[config.mk]
export PLATFORM = sky130hd
export DESIGN_NAME = if_fetch
export DESIGN_NICKNAME = d
export VERILOG_FILES = /design/src/rtl/mips_pkg.sv /design/src/rtl/if_fetch.sv
export SDC_FILE = /design/constraint.sdc
export NUM_CORES = 1
export LEC_CHECK = 0
export CAP_MARGIN = 20
export CORE_MARGIN = 5
export CORE_UTILIZATION = 42
export DETAILED_ROUTE_END_ITERATION = 10
export PLACE_DENSITY = 0.82
export SLEW_MARGIN = 15
export SYNTH_ARGS = -nofsm -noshare
export SYNTH_HDL_FRONTEND = slang
export SYNTH_SLANG_ARGS = --single-unit
[constraint.sdc]
create_clock -name clk -period 1.8 [get_ports clk]
set_clock_uncertainty 0.05 [all_clocks]
set_input_delay 0.36 -clock clk [delete_from_list [all_inputs] [get_ports clk]]
set_output_delay 0.36 -clock clk [all_outputs]
set_load 0.01 [all_outputs]
[src/rtl/mips_pkg.sv]
// mips_pkg: fetch-stage state encoding and shared constants
package mips_pkg;
  typedef enum logic [1:0] {IDLE, FETCH, HOLD} fetch_state_e;
  localparam logic [31:0] NOP_INST = 32'h0;
  localparam int PC_INC = 4;
endpackage

[src/rtl/if_fetch.sv]
// if_fetch: PC owner and imem handshake with delay-slot branch redirects (optional PC_ALIGN_CHECK_EN)
module if_fetch
  import mips_pkg::*;
#(
  parameter int ADDR_W = 32,
  parameter int INST_W = 32,
  parameter logic [ADDR_W-1:0] RESET_PC = '0
) (
  input  logic              clk,
  input  logic              rst,
  input  logic              i_stall,
  input  logic              i_branch_flag,
  input  logic [ADDR_W-1:0] i_branch_target,
  output logic              o_imem_req,
  output logic [ADDR_W-1:0] o_imem_addr,
  input  logic              i_imem_ack,
  input  logic [INST_W-1:0] i_imem_rdata,
  output logic [ADDR_W-1:0] o_if_pc,
  output logic [INST_W-1:0] o_if_inst,
  output logic              o_stall_req,
  output logic              o_if_misalign
);
  fetch_state_e state;
  logic [ADDR_W-1:0] pc, pend_target, next_pc;
  logic [INST_W-1:0] hold_buf;
  logic hold_valid, pend_valid, fetch, hold, misalign, ack, advance;
  assign fetch = !rst && state == FETCH;
  assign hold  = !rst && state == HOLD;
`ifdef PC_ALIGN_CHECK_EN
  assign misalign = fetch && pc[1:0] != 2'b00;
`else
  assign misalign = 1'b0;
`endif
  // a misaligned fetch completes at once, with a NOP in place of the word
  assign ack     = fetch && (i_imem_ack || misalign);
  assign advance = (ack || hold) && !i_stall;
  assign next_pc = i_branch_flag ? i_branch_target
                 : pend_valid    ? pend_target
                 : pc + ADDR_W'(PC_INC);
  assign o_imem_req    = fetch && !misalign;
  assign o_imem_addr   = pc;
  assign o_if_pc       = (fetch || hold) ? pc : '0;
  assign o_if_inst     = (hold && hold_valid) ? hold_buf
                       : (ack && !misalign)   ? i_imem_rdata
                       : INST_W'(NOP_INST);
  assign o_stall_req   = fetch && !ack;
  assign o_if_misalign = misalign;
  // PC, fetch FSM, hold buffer and pending-redirect bookkeeping
  always_ff @(posedge clk) begin
    if (rst) begin
      pc          <= RESET_PC;
      state       <= IDLE;
      hold_valid  <= 1'b0;
      hold_buf    <= '0;
      pend_valid  <= 1'b0;
      pend_target <= '0;
    end else begin
      if (advance) pc <= next_pc;
      pend_valid <= !advance && (i_branch_flag || pend_valid);
      if (i_branch_flag) pend_target <= i_branch_target;
      state <= state == IDLE          ? FETCH
             : (ack && i_stall)       ? HOLD
             : (hold && !i_stall)     ? FETCH
             : state;
      if (ack && i_stall) begin
        hold_buf   <= misalign ? INST_W'(NOP_INST) : i_imem_rdata;
        hold_valid <= 1'b1;
      end else if (advance) begin
        hold_valid <= 1'b0;
      end
    end
  end
endmodule
==> impl_metrics.ini, run 1 <==
[status]
status = complete, but fails checks
violations = negative setup slack

[pwr]
pwr_density_cell_nw_per_um2 = 663
power.leakage_uw = 0.00368
irDropWorstVdd_mv = 0.570
total_power_uw = 5620

[drt]
routed-via-count = 6158
drt_iter0_markers = 654
totalWireLength_um = 19600
ant_nets = 0
drc = 0
viasPerCell = 5.68
dr.pass1.iters = 5
wl_per_cell_um = 18.1

[setup_path]
cp_slowest_cell = dfxtp_4
critical_path.max_stage_delay_ns = 0.36
cp.arrival_ns = 2.21
reg2regPathDepth = 8
reg2reg_from = state[0]$_SDFFE_PP0P_
cp-start-kind = flip-flop
crit_type = reg -> reg
crit_chain = nand2b_4 > buf_4 > buf_6 > a211o_4 > a221o_1 > buf_4 > nor3_1 > nor4_1
crit_start = state[0]$_SDFFE_PP0P_
rrSetupSlack_ns = -0.26
end_kind = flip-flop
cpLargestDelayFamily = compound AO/OA/AOI/OAI gates
cp.required_ns = 1.95
r2r-end = o_imem_addr[27]$_SDFFE_PP0P_
critical_path.max_fanout = 6
path_buf_inv = 3
crit_path_frequent_cell = buf_4

[synth]
synth.ff_latch_count = 100
synth_edf_count = 0
syn_nets = 738
syn_inst = 668
synthTopCellsByCount = nand2_1 (107), dfxtp_1 (100), a21oi_1 (80)
ys_top_cells_by_area = dfxtp_1 (38%), nand2_1 (7.6%), a21oi_1 (7.6%)
synth_flop_cell = dfxtp_1
synth_most_common_cell = nand2_1
syn_avg_cell_area_um2 = 7.88
yosysUniqueCellTypes = 60
yosysWarningCount = 0
synth_largest_area_cell = dfxtp_1
async_flop_share_pct = 0
netlist_area_um2 = 5270
synth-seq-area-share_pct = 38.0
yosysTopAreaCellShare_pct = 38.0

[cts]
holdBufCountCts = 0
numCtsBuffers = 9
cts.sinks = 100
cts_tree = done
max-clock-path-buffers = 2
clk_latency_ns = 0.34
clk_pin_slew_ns = 0.07
cts_root_buffer = clkbuf_16
h-tree-depth = 3

[die]
core.rowCount = 41
fp.coreArea_um2 = 12500
design.die.area_um2 = 14900
die_w_um = 122
io_pins = 168
initial_core_util_pct = 42.2
die_h_um = 122

[global_routing]
grt_pass1_wl_um = 28800
grt_overflow = 0
grt_usage_pct = 23.6
grt_max_degree = 35
antenna_found_initial = 0
grt_pass1_vias = 5888

[timing]
layout_setup_ws_ns = -0.258
fmax_mhz = 486
setup_viol = 87
period_minus_slack_ns = 2.06
rsz0062_at_grt = yes
slew_violations = 0
fin_tns_setup_ns = -14.58
period_share_pct = 114
hold_viol = 0

[final_layout]
final_core_util_pct = 68.0
antenna_cells = 0
fillers = 924
fin_cells = 1084
drive_gt1_share_pct = 31.8
area_growth_syn_to_layout_pct = 61.1
fin_nets = 977

[run]
cap_violations = 0

[worst_hold_path]
hold_path_end = state[1]$_SDFFE_PP0P_
hold_class = in -> reg
hold_path_depth = 2
hp-start = rst

[placement]
gp_congestion = 0.903
dp_slack_ns = -0.561
hpwlAfterDp_um = 11900
port_buffers = 166
dp_cells = 1040
-- final cells by class --
type	count	area, µm²	share of cell area (%)
Clock buffer	11	253	2.98
Clock inverter	5	82.6	0.974
Inverter	12	45.0	0.531
Multi-Input combinational cell	496	3280	38.6
Sequential cell	100	2020	23.9
Tap cell	172	215	2.54
Timing Repair Buffer	288	2580	30.5
-- layout by cell type (no fill, tap or decap), types with 10 or more instances in the layout --
master	count
a21oi_2	10
and2_1	19
nand2b_1	11
mux2i_1	25
buf_2	51
dfxtp_1	87
o21ai_0	14
dfxtp_2	11
a22oi_1	11
and2_4	16
nor3_1	11
a21oi_1	69
a22o_1	34
clkbuf_16	11
nand2_1	107
buf_6	32
buf_4	93
inv_1	12
nand3_1	10
nor2_1	43
clkdlybuf4s50_1	85
-- worst register-to-register path: stages, from the launching register on --
cell and delay (ns):
dfxtp_4 0.36, nand2b_4 0.17, buf_4 0.14, buf_6 0.12, a211o_4 0.36, a221o_1 0.31
buf_4 0.15, nor3_1 0.17, nor4_1 0.08
-- metal layers --
layer	vias to the layer above	track usage (%)	part of all wire, %
li1	2868	-	-
met1	2931	30.2	41
met2	294	39.8	48
met3	65	3.90	7.2
met4	0	9.38	3.3
met5	-	0	0
-- metrics by stage --
| stage | cell area (µm²) | hold WS, ns |
|---|---|---|
| finish | 8480 | 0.264 |
| global route | 8480 | 0.259 |
| CTS | 8170 | 0.230 |
| detailed placement | 7680 | 0.398 |
| global placement | 7680 | 0.393 |
| floorplan | 5280 | 0.381 |
-- worst max-delay path by stage --
stage,slack (ns),end,cells past startpoint
2_1_floorplan,-0.08,o_if_inst[10],5
3_3_place_gp,-0.51,o_imem_addr[27]$_SDFFE_PP0P_,7
3_5_place_dp,-0.56,o_imem_addr[27]$_SDFFE_PP0P_,7
4_1_cts,-0.26,o_if_pc[25],7
5_1_grt,-0.33,o_if_inst[1],6
6_report,-0.26,o_imem_addr[27]$_SDFFE_PP0P_,8
-- logic make-up after synthesis --
logic type | Yosys count | synth area share [%]
adder cells (fa/ha/maj) | 1 | 0.238
AND/OR/NAND/NOR | 260 | 24.6
XOR/XNOR | 4 | 0.665
AO/OA/AOI/OAI | 204 | 25.8
multiplexers | 26 | 4.97
buffers and inverters | 72 | 5.63
flip-flops | 100 | 38.0
other | 1 | 0.0712
-- power by group --
group          internal (µW)  switching (µW)
Clock                   1300             887
Sequential              2300            66.6
Combinational            550             519
-- sequential cells by signal (all words and copies together), names as in the netlist --
signal       cells
hold_valid       1
state            2
o_imem_addr     32
hold_buf        32
pend_valid       1
pend_target     32
-- repair_timing --
action / CTS / global route
setup endpoints to repair: 90 / 101
cloned: 7 / 3
buffers inserted: 12 / 11
gates resized for setup: 336 / 82
pin swaps: 55 / 18
Note: power is estimated with default switching activity, not from simulation.
==> run 2: changes to the inputs <==
- SETUP_SLACK_MARGIN: default -> 0.02
==> impl_metrics.ini, run 2 (synthesis gave the netlist of run 1 again) <==
[final_layout]
area_growth_syn_to_layout_pct = 63.6
fin_nets = 984
fillers = 941
final_area_um2 = 8610
drive_gt1_share_pct = 32.6
layout_common_cells = nand2_1 (107), buf_4 (97), dfxtp_1 (86), clkdlybuf4s50_1 (78), a21oi_1 (75)
final_core_util_pct = 69.1
antenna_cells = 0
final_common_cell = nand2_1
fin_cells = 1091

[timing]
tightest_slew_ns = 0.553
period_share_pct = 116
setup_viol = 72
hold_viol = 0
rsz0062_at_grt = yes
slew_violations = 0
fmax_mhz = 480
max-slew-margin-rel_pct = 63.1
fin_tns_setup_ns = -15.02
period_minus_slack_ns = 2.08
layout_setup_ws_ns = -0.284

[drt]
drt_iter0_markers = 469
dr.pass1.iters = 5
routed-via-count = 6101
totalWireLength_um = 19300
drc = 0
viasPerCell = 5.59
ant_nets = 0
wl_per_cell_um = 17.7

[die]
die_w_um = 122
io_pins = 168
initial_core_util_pct = 42.2
fp.coreArea_um2 = 12500
design.die.area_um2 = 14900
core.rowCount = 41
die_h_um = 122

[pwr]
power.leakage_uw = 0.00377
irDropWorstVdd_mv = 0.555
pwr_density_cell_nw_per_um2 = 651

[global_routing]
grt_overflow = 0
grt_pass1_wl_um = 29200
grt_max_degree = 47
antenna_found_initial = 0
grt_usage_pct = 24.1
grt_pass1_vias = 5927

[setup_path]
r2r-end = o_imem_addr[20]$_SDFFE_PP0P_
cp.required_ns = 1.39
cpLargestDelayFamily = buffers and inverters
path_buf_inv = 5
crit_chain = buf_6 > nand2b_4 > a21oi_4 > buf_6 > buf_8 > buf_6 > and2_4 > buf_6
critical_path.max_fanout = 5
reg2reg_from = state[0]$_SDFFE_PP0P_
crit_cells = 8
critical_path.max_stage_delay_ns = 0.36
cp_slowest_cell = dfxtp_4
cp.arrival_ns = 1.67
reg2regPathDepth = 8
crit_type = reg -> out
crit_path_frequent_cell = buf_6
cp-start-kind = flip-flop
end_kind = output pin
rrSetupSlack_ns = -0.11

[cts]
cts_root_buffer = clkbuf_16
clk_pin_slew_ns = 0.07
max-clock-path-buffers = 2
clk_latency_ns = 0.34
cts_tree = done
h-tree-depth = 3
numCtsBuffers = 9
cts.sinks = 100

[worst_hold_path]
hold_path_depth = 2
hp-start = rst
hold_class = in -> reg
hold_path_end = state[1]$_SDFFE_PP0P_

[run]
cap_violations = 0

[placement]
port_buffers = 166
hpwlAfterDp_um = 12500
dp_slack_ns = -0.588
post_dp_cell_area_um2 = 7720
gp_congestion = 0.895
dp_cells = 1045

[status]
status = complete, but fails checks
violations = negative setup slack
[run 2: changes by cell type in the layout (fill, tap and decap cells not counted), sizes merged]
cell / before / now
buf: 187 / 196
clkbuf: 14 / 11
clkdlybuf4s15: 0 / 1
dlygate4sd2: 4 / 11
clkdlybuf4s50: 85 / 78
[run 2: layout make-up]
class / instances / area [µm²] / share of cell area (%)
clock inverters: 5 / 82.6 / 0.959
multi-input cells: 496 / 3300 / 38.3
well taps: 172 / 215 / 2.50
clock buffers: 11 / 253 / 2.93
repair buffers: 295 / 2690 / 31.3
inverters: 12 / 45.0 / 0.523
flip-flops and latches: 100 / 2030 / 23.6
[run 2: power by group]
part / leakage, µW / switching [µW] / internal, µW
Clock: 0.000166 / 877 / 1300
Combinational: 0.00278 / 510 / 560
Sequential: 0.000823 / 67.1 / 2300
[run 2: metrics by stage]
step           power [µW]  hold WS, ns
3_5_place_dp         3340        0.399
6_report             5610        0.199
3_3_place_gp         3320        0.395
2_1_floorplan        2820        0.381
4_1_cts              5550        0.171
5_1_grt              5800        0.187
[run 2: how the worst max path moves through the flow]
| stage | startpoint | slack, ns | end |
|---|---|---|---|
| final | state[0]$_SDFFE_PP0P_ | -0.28 | o_if_pc[26] |
| after global routing | state[0]$_SDFFE_PP0P_ | -0.34 | o_if_inst[28] |
| after CTS | state[0]$_SDFFE_PP0P_ | -0.34 | o_if_inst[28] |
| after detailed placement | i_imem_ack | -0.59 | o_imem_addr[27]$_SDFFE_PP0P_ |
| after global placement | i_imem_ack | -0.51 | o_if_inst[29] |
| after floorplan | state[0]$_SDFFE_PP0P_ | -0.08 | o_if_inst[10] |
[run 2: per-layer routing]
metal	vias to the layer above	global-route usage, %	part of all wire (%)
met4	0	5.81	2.2
met3	42	5.15	7.5
met2	275	42.5	51
met1	2901	30.1	40
met5	-	0	0
li1	2883	-	-
[run 2: timing repair]
item / 4_1_cts / 5_1_grt
gates resized for setup: 339 / 103
hold buffers: 0 / 0
gates cloned: 5 / 0
pin swaps: 52 / 27
buffers inserted: 20 / 8
setup endpoints to repair: 91 / 97
